### src/rtl/counter_pkg.sv
// ---------------------------------------------------------------------------
// counter_pkg
// Shared definitions for the counter family (up/down modulo counter and its
// siblings).
//   dir_t      : count direction encoding, DIR_UP follows the `up` input.
//   CNT_W_MAX  : widest counter any variant supports.
//   clamp_to   : saturating clamp of a value against a terminal count.
// ---------------------------------------------------------------------------
package counter_pkg;

    typedef enum logic {
        DIR_DOWN = 1'b0,
        DIR_UP   = 1'b1
    } dir_t;

    localparam int CNT_W_MAX = 32;

    // Clamp a candidate value into 0..limit. Operates at the full maximum
    // width so every counter variant can share it.
    function automatic logic [CNT_W_MAX-1:0] clamp_to(
        input logic [CNT_W_MAX-1:0] value,
        input logic [CNT_W_MAX-1:0] limit
    );
        return (value > limit) ? limit : value;
    endfunction

endpackage : counter_pkg

### src/rtl/sticky_flag.sv
// ---------------------------------------------------------------------------
// sticky_flag
// Single-bit set/clear register. Once set it stays set until cleared; a set
// in the same cycle as a clear wins, so an event is never lost to a
// coincident acknowledge.
//   clk   : rising-edge clock
//   reset : asynchronous, active-high reset (flag -> 0)
//   set   : set request for this edge
//   clr   : clear request for this edge (lower priority than set)
//   flag  : registered flag value
// ---------------------------------------------------------------------------
module sticky_flag (
    input  logic clk,
    input  logic reset,
    input  logic set,
    input  logic clr,
    output logic flag
);

    logic flag_q;
    logic flag_d;

    always_comb begin
        flag_d = flag_q;
        if (set) begin
            flag_d = 1'b1;
        end else if (clr) begin
            flag_d = 1'b0;
        end
    end

    always_ff @(posedge clk or posedge reset) begin
        if (reset) begin
            flag_q <= 1'b0;
        end else begin
            flag_q <= flag_d;
        end
    end

    assign flag = flag_q;

endmodule : sticky_flag

### src/rtl/updown_mod_counter.sv
// ---------------------------------------------------------------------------
// updown_mod_counter
// Parametrised up/down modulo counter with synchronous clear/load, wrap or
// saturate at the limits, a one-cycle `wrap` event pulse for cascading and
// sticky overflow/underflow flags.
//
// Parameters
//   WIDTH    : counter width, 2..32
//   MAX_VAL  : terminal count, range is 0..MAX_VAL (1..2**WIDTH-1)
//   SATURATE : 0 = wrap around at a limit, 1 = hold at the limit
//
// Ports
//   clk        : rising-edge clock
//   reset      : asynchronous, active-high reset
//   clear      : synchronous clear to 0 (highest priority)
//   load       : synchronous load of load_value (clamped to MAX_VAL)
//   load_value : value to load
//   enable     : count enable (lowest priority)
//   up         : 1 counts up, 0 counts down
//   clr_flags  : clears both sticky flags (an event in the same cycle wins)
//   count      : current count
//   wrap       : one-cycle pulse after any limit event, aligned with the
//                post-event count
//   ovf_flag   : sticky, an up-count was attempted at MAX_VAL
//   udf_flag   : sticky, a down-count was attempted at 0
//
// Cascading: stage N's wrap into stage N+1's enable gives a carry that lags
// by one cycle, because wrap is registered.
// ---------------------------------------------------------------------------
module updown_mod_counter
    import counter_pkg::*;
#(
    parameter int          WIDTH    = 8,
    parameter int unsigned MAX_VAL  = 255,
    parameter bit          SATURATE = 1'b0
) (
    input  logic             clk,
    input  logic             reset,
    input  logic             clear,
    input  logic             load,
    input  logic [WIDTH-1:0] load_value,
    input  logic             enable,
    input  logic             up,
    input  logic             clr_flags,
    output logic [WIDTH-1:0] count,
    output logic             wrap,
    output logic             ovf_flag,
    output logic             udf_flag
);

    // -----------------------------------------------------------------------
    // Elaboration-time parameter checks
    // -----------------------------------------------------------------------
    localparam longint unsigned MAX_LEGAL = (64'd1 << WIDTH) - 64'd1;

    generate
        if (WIDTH < 2 || WIDTH > CNT_W_MAX) begin : g_bad_width
            $error("updown_mod_counter: WIDTH must be in 2..%0d", CNT_W_MAX);
        end
        if (MAX_VAL < 1 || longint'(MAX_VAL) > longint'(MAX_LEGAL)) begin : g_bad_max
            $error("updown_mod_counter: MAX_VAL must be in 1..2**WIDTH-1");
        end
    endgenerate

    localparam logic [WIDTH-1:0] MAX_C  = WIDTH'(MAX_VAL);
    localparam logic [WIDTH-1:0] ZERO_C = '0;
    localparam logic [WIDTH-1:0] ONE_C  = WIDTH'(1);

    // -----------------------------------------------------------------------
    // Next-state logic
    // -----------------------------------------------------------------------
    dir_t             dir;
    logic [WIDTH-1:0] load_clamped;
    logic [WIDTH-1:0] count_q;
    logic [WIDTH-1:0] count_d;
    logic             wrap_q;
    logic             wrap_d;
    logic             ovf_evt;
    logic             udf_evt;

    assign dir = up ? DIR_UP : DIR_DOWN;

    // Load clamp done at the package's full width so one helper serves every
    // counter size; the result always fits back into WIDTH bits.
    logic [CNT_W_MAX-1:0] load_wide;
    logic [CNT_W_MAX-1:0] load_clamp_wide;

    assign load_wide       = CNT_W_MAX'(load_value);
    assign load_clamp_wide = clamp_to(load_wide, CNT_W_MAX'(MAX_VAL));
    assign load_clamped    = load_clamp_wide[WIDTH-1:0];

    always_comb begin
        count_d = count_q;
        wrap_d  = 1'b0;
        ovf_evt = 1'b0;
        udf_evt = 1'b0;

        if (clear) begin
            count_d = ZERO_C;
        end else if (load) begin
            count_d = load_clamped;
        end else if (enable) begin
            if (dir == DIR_UP) begin
                // >= rather than == keeps the counter inside 0..MAX_VAL even if
                // it were ever disturbed above the terminal count.
                if (count_q >= MAX_C) begin
                    ovf_evt = 1'b1;
                    wrap_d  = 1'b1;
                    count_d = SATURATE ? MAX_C : ZERO_C;
                end else begin
                    count_d = count_q + ONE_C;
                end
            end else begin
                if (count_q == ZERO_C) begin
                    udf_evt = 1'b1;
                    wrap_d  = 1'b1;
                    count_d = SATURATE ? ZERO_C : MAX_C;
                end else begin
                    count_d = count_q - ONE_C;
                end
            end
        end
    end

    // -----------------------------------------------------------------------
    // Datapath and event registers
    // -----------------------------------------------------------------------
    always_ff @(posedge clk or posedge reset) begin
        if (reset) begin
            count_q <= ZERO_C;
            wrap_q  <= 1'b0;
        end else begin
            count_q <= count_d;
            wrap_q  <= wrap_d;
        end
    end

    // -----------------------------------------------------------------------
    // Sticky flags, updated at the same edge as wrap so they rise together
    // -----------------------------------------------------------------------
    sticky_flag u_ovf_flag (
        .clk   (clk),
        .reset (reset),
        .set   (ovf_evt),
        .clr   (clr_flags),
        .flag  (ovf_flag)
    );

    sticky_flag u_udf_flag (
        .clk   (clk),
        .reset (reset),
        .set   (udf_evt),
        .clr   (clr_flags),
        .flag  (udf_flag)
    );

    assign count = count_q;
    assign wrap  = wrap_q;

endmodule : updown_mod_counter

### config.mk
export PLATFORM = sky130hd
export DESIGN_NAME = updown_mod_counter
export DESIGN_NICKNAME = d
export VERILOG_FILES = /design/src/rtl/counter_pkg.sv /design/src/rtl/sticky_flag.sv /design/src/rtl/updown_mod_counter.sv
export SDC_FILE = /design/constraint.sdc
export NUM_CORES = 1
export LEC_CHECK = 0
export ABC_AREA = 1
export BUFFER_PORTS_ARGS = -buffer_cell sky130_fd_sc_hd__clkbuf_2
export CAP_MARGIN = 20
export CORE_AREA = 2 2 48 50
export CTS_BUF_LIST = sky130_fd_sc_hd__clkbuf_8
export DETAILED_ROUTE_END_ITERATION = 10
export DIE_AREA = 0 0 50 52
export HOLD_SLACK_MARGIN = 0.03
export PLACE_DENSITY = 0.73
export SLEW_MARGIN = 20
export SYNTH_ARGS = -nofsm -noshare
export SYNTH_HDL_FRONTEND = slang
export SYNTH_SLANG_ARGS = --single-unit
### constraint.sdc
create_clock -name clk -period 1.36 [get_ports clk]
set_clock_uncertainty 0.05 [all_clocks]
set_input_delay 0.136 -clock clk [delete_from_list [all_inputs] [get_ports clk]]
set_output_delay 0.136 -clock clk [all_outputs]
set_load 0.01 [all_outputs]
Word-level counts from Yosys, hierarchy flattened
Index checks and enable logic that the tools add are counted.
- bits in registers: 11
- bits in latches: 0
- bits in writable memories: 0
- bits in read-only memories: 0
- bits of input ports: 15
- output and inout port bits: 11
- word-level logic and storage cells: 37
- memories: 0
- add/sub/neg operators: 2
- multipliers: 0
- div/mod/pow operators: 0
- order comparisons: 2
- eq/ne operators: 0
- shift operators: 0
- mux-type cells: 25
- bitwise operators: 0
- reductions and logical operators: 4
- operators with widths (operator ; number):
    2-to-1 mux 8 bit ; 7
    2-to-1 mux 1 bit ; 18
    adder 8 x 1 -> 8 bit, second input constant ; 1
    greater-or-equal comparator 8 bit, second input constant ; 1
    > comparator 8 bit, second input constant ; 1
    zero test 8 bit ; 1
    subtractor 8 x 1 -> 8 bit, second input constant ; 1
    nonzero test 2 bit ; 2
    nonzero test 3 bit ; 1

Longest topological paths before layout
- depth in word-level cells: 7
- gate-level depth with buffers: 10
- gate-level depth less buffers: 10

By module
From an unflattened synthesis, not the netlist that was laid out.
- cell total of the unflattened synthesis: 170
- area, all modules: 1024.7 um^2
- modules (own cells, without submodules) (module ; times used ; cells each ; area an instance (um^2) ; sequential area each (um^2)):
    updown_mod_counter ; 1 ; 158 ; 937.1 ; 225.2
    sticky_flag ; 2 ; 6 ; 43.8 ; 25.0

Worst setup path before layout
OpenSTA, ideal clock, no wires.
- kind: reg2reg
- from: register count_q[0], in the netlist count[0]
- to: register count_q[5], in the netlist count[5]
- setup time: 120 ps
- arrival: 1251 ps
- required time: 1190 ps
- slack: -61 ps
- cell stages (with the launch flop): 11
- buffers on the path: 0
- period minus slack after synthesis: 1421 ps
- cell sequence: dfrtp_1 > inv_1 > ha_1 > nand2_1 > nor2_2 > nor2_2 > nand3_1 > nand2_1 > nand2_1 > nand2_1 > o21ai_2
- word-level cells in the longest chain between the ends: 6
- elaborated cells on any way between the ends: 10
- classes of those cells: add/sub: 2; order compare: 1; mux: 6; reduce/logical: 1
- ends and longest elaborated chain (item ; line ; text):
    start: declaration ; updown_mod_counter.sv:74 ; logic [WIDTH-1:0] count_q;
    start signal: assignment ; updown_mod_counter.sv:133 ; count_q <= count_d;
    subtractor 8 x 1 -> 8 bit, or another cell as far along ; updown_mod_counter.sv:119 ; count_d = count_q - ONE_C;
    2-to-1 mux 8 bit (on tied branches) ; updown_mod_counter.sv:114, updown_mod_counter.sv:106 ;
    2-to-1 mux 8 bit * ; updown_mod_counter.sv:103 ; if (dir == DIR_UP) begin
    2-to-1 mux 8 bit * ; updown_mod_counter.sv:102 ; end else if (enable) begin
    2-to-1 mux 8 bit * ; updown_mod_counter.sv:100 ; end else if (load) begin
    2-to-1 mux 8 bit * ; updown_mod_counter.sv:98 ; if (clear) begin
Every way passes the cells marked *; elsewhere a longest branch is shown, timed or not. The select of a mux whose other input is x is not followed.
A chain may end at the register's enable or synchronous reset.

Worst setup path in the final report
Same ends and word-level chain as after synthesis.

==> impl_metrics.env <==
export IMPL_post_route_min_period_ns=1.42
export IMPL_crit_path_start_kind="flip-flop"
export IMPL_r2r_cells=10
export IMPL_dr_pass1_iters=5
export IMPL_cpPeakStageDelay_ns=0.44
export IMPL_die_y_um=52
export IMPL_internal_power_uw=759
export IMPL_power_frac_seq_pct=33.2
export IMPL_whs_ns=0.0601
export IMPL_final_common_cell="nand2_1"
export IMPL_grt_pass1_vias=1122
export IMPL_yosys_register_bits=11
export IMPL_net_switching_power_uw=442
export IMPL_required_ns=1.44
export IMPL_drive_gt1_share_pct=40.1
export IMPL_hp_class="primary input to flip-flop"
export IMPL_slew_headroom_pct=69.3
export IMPL_via_count=1256
export IMPL_cp_end_kind="flip-flop"
export IMPL_clkLatencyLatePin_ns=0.24
export IMPL_r2r_slack_ns=-0.06
export IMPL_switching_share_pct=36.8
export IMPL_violations="setup timing"
export IMPL_clock_sinks=11
export IMPL_rsz0062_at_grt="yes"
export IMPL_cp_max_fo=4
export IMPL_num_io_pins=26
export IMPL_ys_types=20
export IMPL_ys_warnings_count=0
export IMPL_io_buffers=25
export IMPL_critical_path_depth=10
export IMPL_synth_area_per_cell_sq_um=6.20
export IMPL_layout_common_cells="nand2_1, clkbuf_2, inv_1"
export IMPL_hold_path_end="u_udf_flag.flag$_DFFE_PP0P_"
export IMPL_n_antenna_cell=0
export IMPL_finalPower_uw=1200
export IMPL_post_route_period_util_pct=104
export IMPL_ant_nets=0
export IMPL_cap_violations=0
export IMPL_clock_path_buffers=2
export IMPL_setup_tns_ns=-0.306
export IMPL_finalHoldViolCount=0
export IMPL_syn_num_nets=168
export IMPL_fp_dieW_um=50
export IMPL_worst_path_max_delay_cell="dfrtp_2"
export IMPL_nNetsFinal=216
export IMPL_crit_path_frequent_cell="nand2_1"
export IMPL_grt_ovfl_total=0
export IMPL_cts_htree_levels=1
export IMPL_antenna_found_initial=0
export IMPL_cts_tree="done"
export IMPL_synthCells=150
export IMPL_criticalPathCategory="flip-flop to flip-flop"
export IMPL_worstPathArrival_ns=1.50
export IMPL_powerDensity_nw_per_um2=856
export IMPL_drt_vias_per_instance=5.58
export IMPL_rr_endpoint="count[5]$_DFFE_PP0P_"
export IMPL_globalplace_congestion=0.961
export IMPL_root_buffer="clkbuf_8"
export IMPL_p_comb_share_pct=39.0
export IMPL_cp_num_buf_inv=1
export IMPL_ys_seq_area_share_pct=29.6
export IMPL_grt_max_degree=12
export IMPL_setup_viol=8
export IMPL_dp_cells=218
export IMPL_path_cells="inv_4 -> ha_4 -> nand2_2 -> nor2_4 -> nor2_4 -> nand3_1 -> nand2_1 -> nand2_1 -> nand2_1 -> o21ai_2"
export IMPL_syn2layout_area_growth_pct=50.9
export IMPL_grt_usage_pct=25.8
export IMPL_core_area_sq_um=2110
export IMPL_drt_iter0_drc=72
export IMPL_drt_total_wl_um=3280
export IMPL_worst_pin_slew_ns=0.460
export IMPL_grt_pass1_wl_um=4830
export IMPL_final_cell_count_no_fill=225
export IMPL_num_fill_cells=188
export IMPL_vdd_drop_max_mv=0.849
export IMPL_holdPathStages=2
export IMPL_timing_fmax_mhz=704
export IMPL_clockPowerShare_pct=27.8
export IMPL_start_util_pct=44.1
export IMPL_outcome="complete, but fails checks"
export IMPL_hpwl_um=2300
export IMPL_cp_top_family="simple AND/OR/NAND/NOR gates"
export IMPL_num_rows=17
export IMPL_timing_rr_start="count[0]$_DFFE_PP0P_"
export IMPL_setup_ws_ns=-0.0596
export IMPL_fin_util_pct=66.6
export IMPL_drv_slew=0
export IMPL_die_area_sq_um=2600
export IMPL_clk_pin_slew_worst_paths_ns=0.05
export IMPL_leakagePower_uw=0.000734
export IMPL_drc=0
export IMPL_synth_area_sq_um=930
export IMPL_hold_path_startpoint="clr_flags"
export IMPL_wl_per_cell_um=14.6
export IMPL_cts_buffers_inserted=3
flip-flops by register name, summed over array words and instances, names as in the netlist:
name             flops
u_ovf_flag.flag      1
count                8
wrap                 1
u_udf_flag.flag      1
layout make-up:
type / count / area, sq um / share of cell area, %
timing repair buffer: 44 / 280 / 20.0
clock buffer: 3 / 41.3 / 2.94
tap: 28 / 35.0 / 2.50
multi-input combinational: 112 / 648 / 46.2
inverter: 26 / 110 / 7.85
sequential: 11 / 284 / 20.2
clock inverter: 1 / 3.75 / 0.268
cells by family (layout without fill, tap and decap cells):
logic type	count (synthesis)	in the layout	share of synthesized area (%)
adders and majority gates	3	3	4.04
buffers and inverters	27	74	11.3
xor gates and xnor gates	1	1	0.942
DFF	11	11	29.6
AOI/OAI and AO/OA	26	26	16.0
and+or+nand+nor	82	82	38.1
per-stage QoR:
step,instance area (sq um),setup WS [ns]
finish,1400,-0.0596
global route,1400,-0.180
floorplan,932,0.00533
CTS,1320,-0.0561
detailed placement,1200,-0.129
global placement,1200,-0.0763
Yosys cell counts:
cell	number	area share, %
a21oi_1	4	2.2
buf_4	1	0.81
dfrtp_1	11	30
ha_1	3	4.0
inv_1	25	10
inv_2	1	0.40
nand2_1	44	18
nand3_1	18	9.7
nand4_1	5	3.4
nor2_1	10	4.0
nor2_2	3	2.0
nor3_1	1	0.54
o21ai_0	14	7.5
o21ai_1	1	0.54
o21ai_2	2	1.9
o22ai_1	3	2.0
o2bb2ai_1	1	0.94
o41ai_1	1	0.94
or2_1	1	0.67
xnor2_1	1	0.94
worst max path at each step:
stage	start	end	slack (ns)
final	count[0]$_DFFE_PP0P_	count[5]$_DFFE_PP0P_	-0.06
after global routing	count[0]$_DFFE_PP0P_	count[6]$_DFFE_PP0P_	-0.18
after CTS	count[1]$_DFFE_PP0P_	count[6]$_DFFE_PP0P_	-0.06
after detailed placement	count[1]$_DFFE_PP0P_	count[6]$_DFFE_PP0P_	-0.13
after global placement	count[1]$_DFFE_PP0P_	count[6]$_DFFE_PP0P_	-0.08
after floorplan	count[0]$_DFFE_PP0P_	count[6]$_DFFE_PP0P_	0.005
power by group through the flow:
stage / sequential [uW] / combinational, uW / clock [uW]
after floorplan: 400 / 214 / 0
after global placement: 389 / 382 / 0
after detailed placement: 390 / 392 / 0
after CTS: 387 / 421 / 339
after global routing: 402 / 512 / 360
final: 399 / 469 / 334
what timing repair did:
action / CTS / global route
endpoints found under the setup margin: 10 / 11
pin swaps: 8 / 6
buffers inserted: 3 / 0
gates resized for setup: 13 / 26
gates cloned: 0 / 0
hold buffers: 1 / 0
endpoints found under the hold margin: 11 / 0
routing by layer:
metal,global-route usage (%),vias to the layer above,routed length (um)
met1,27.7,579,1250
met4,16.2,0,113
li1,-,586,-
met2,46.3,74,1670
met3,4.89,17,246
met5,0,-,0
Power figures use the tool's default switching activity.
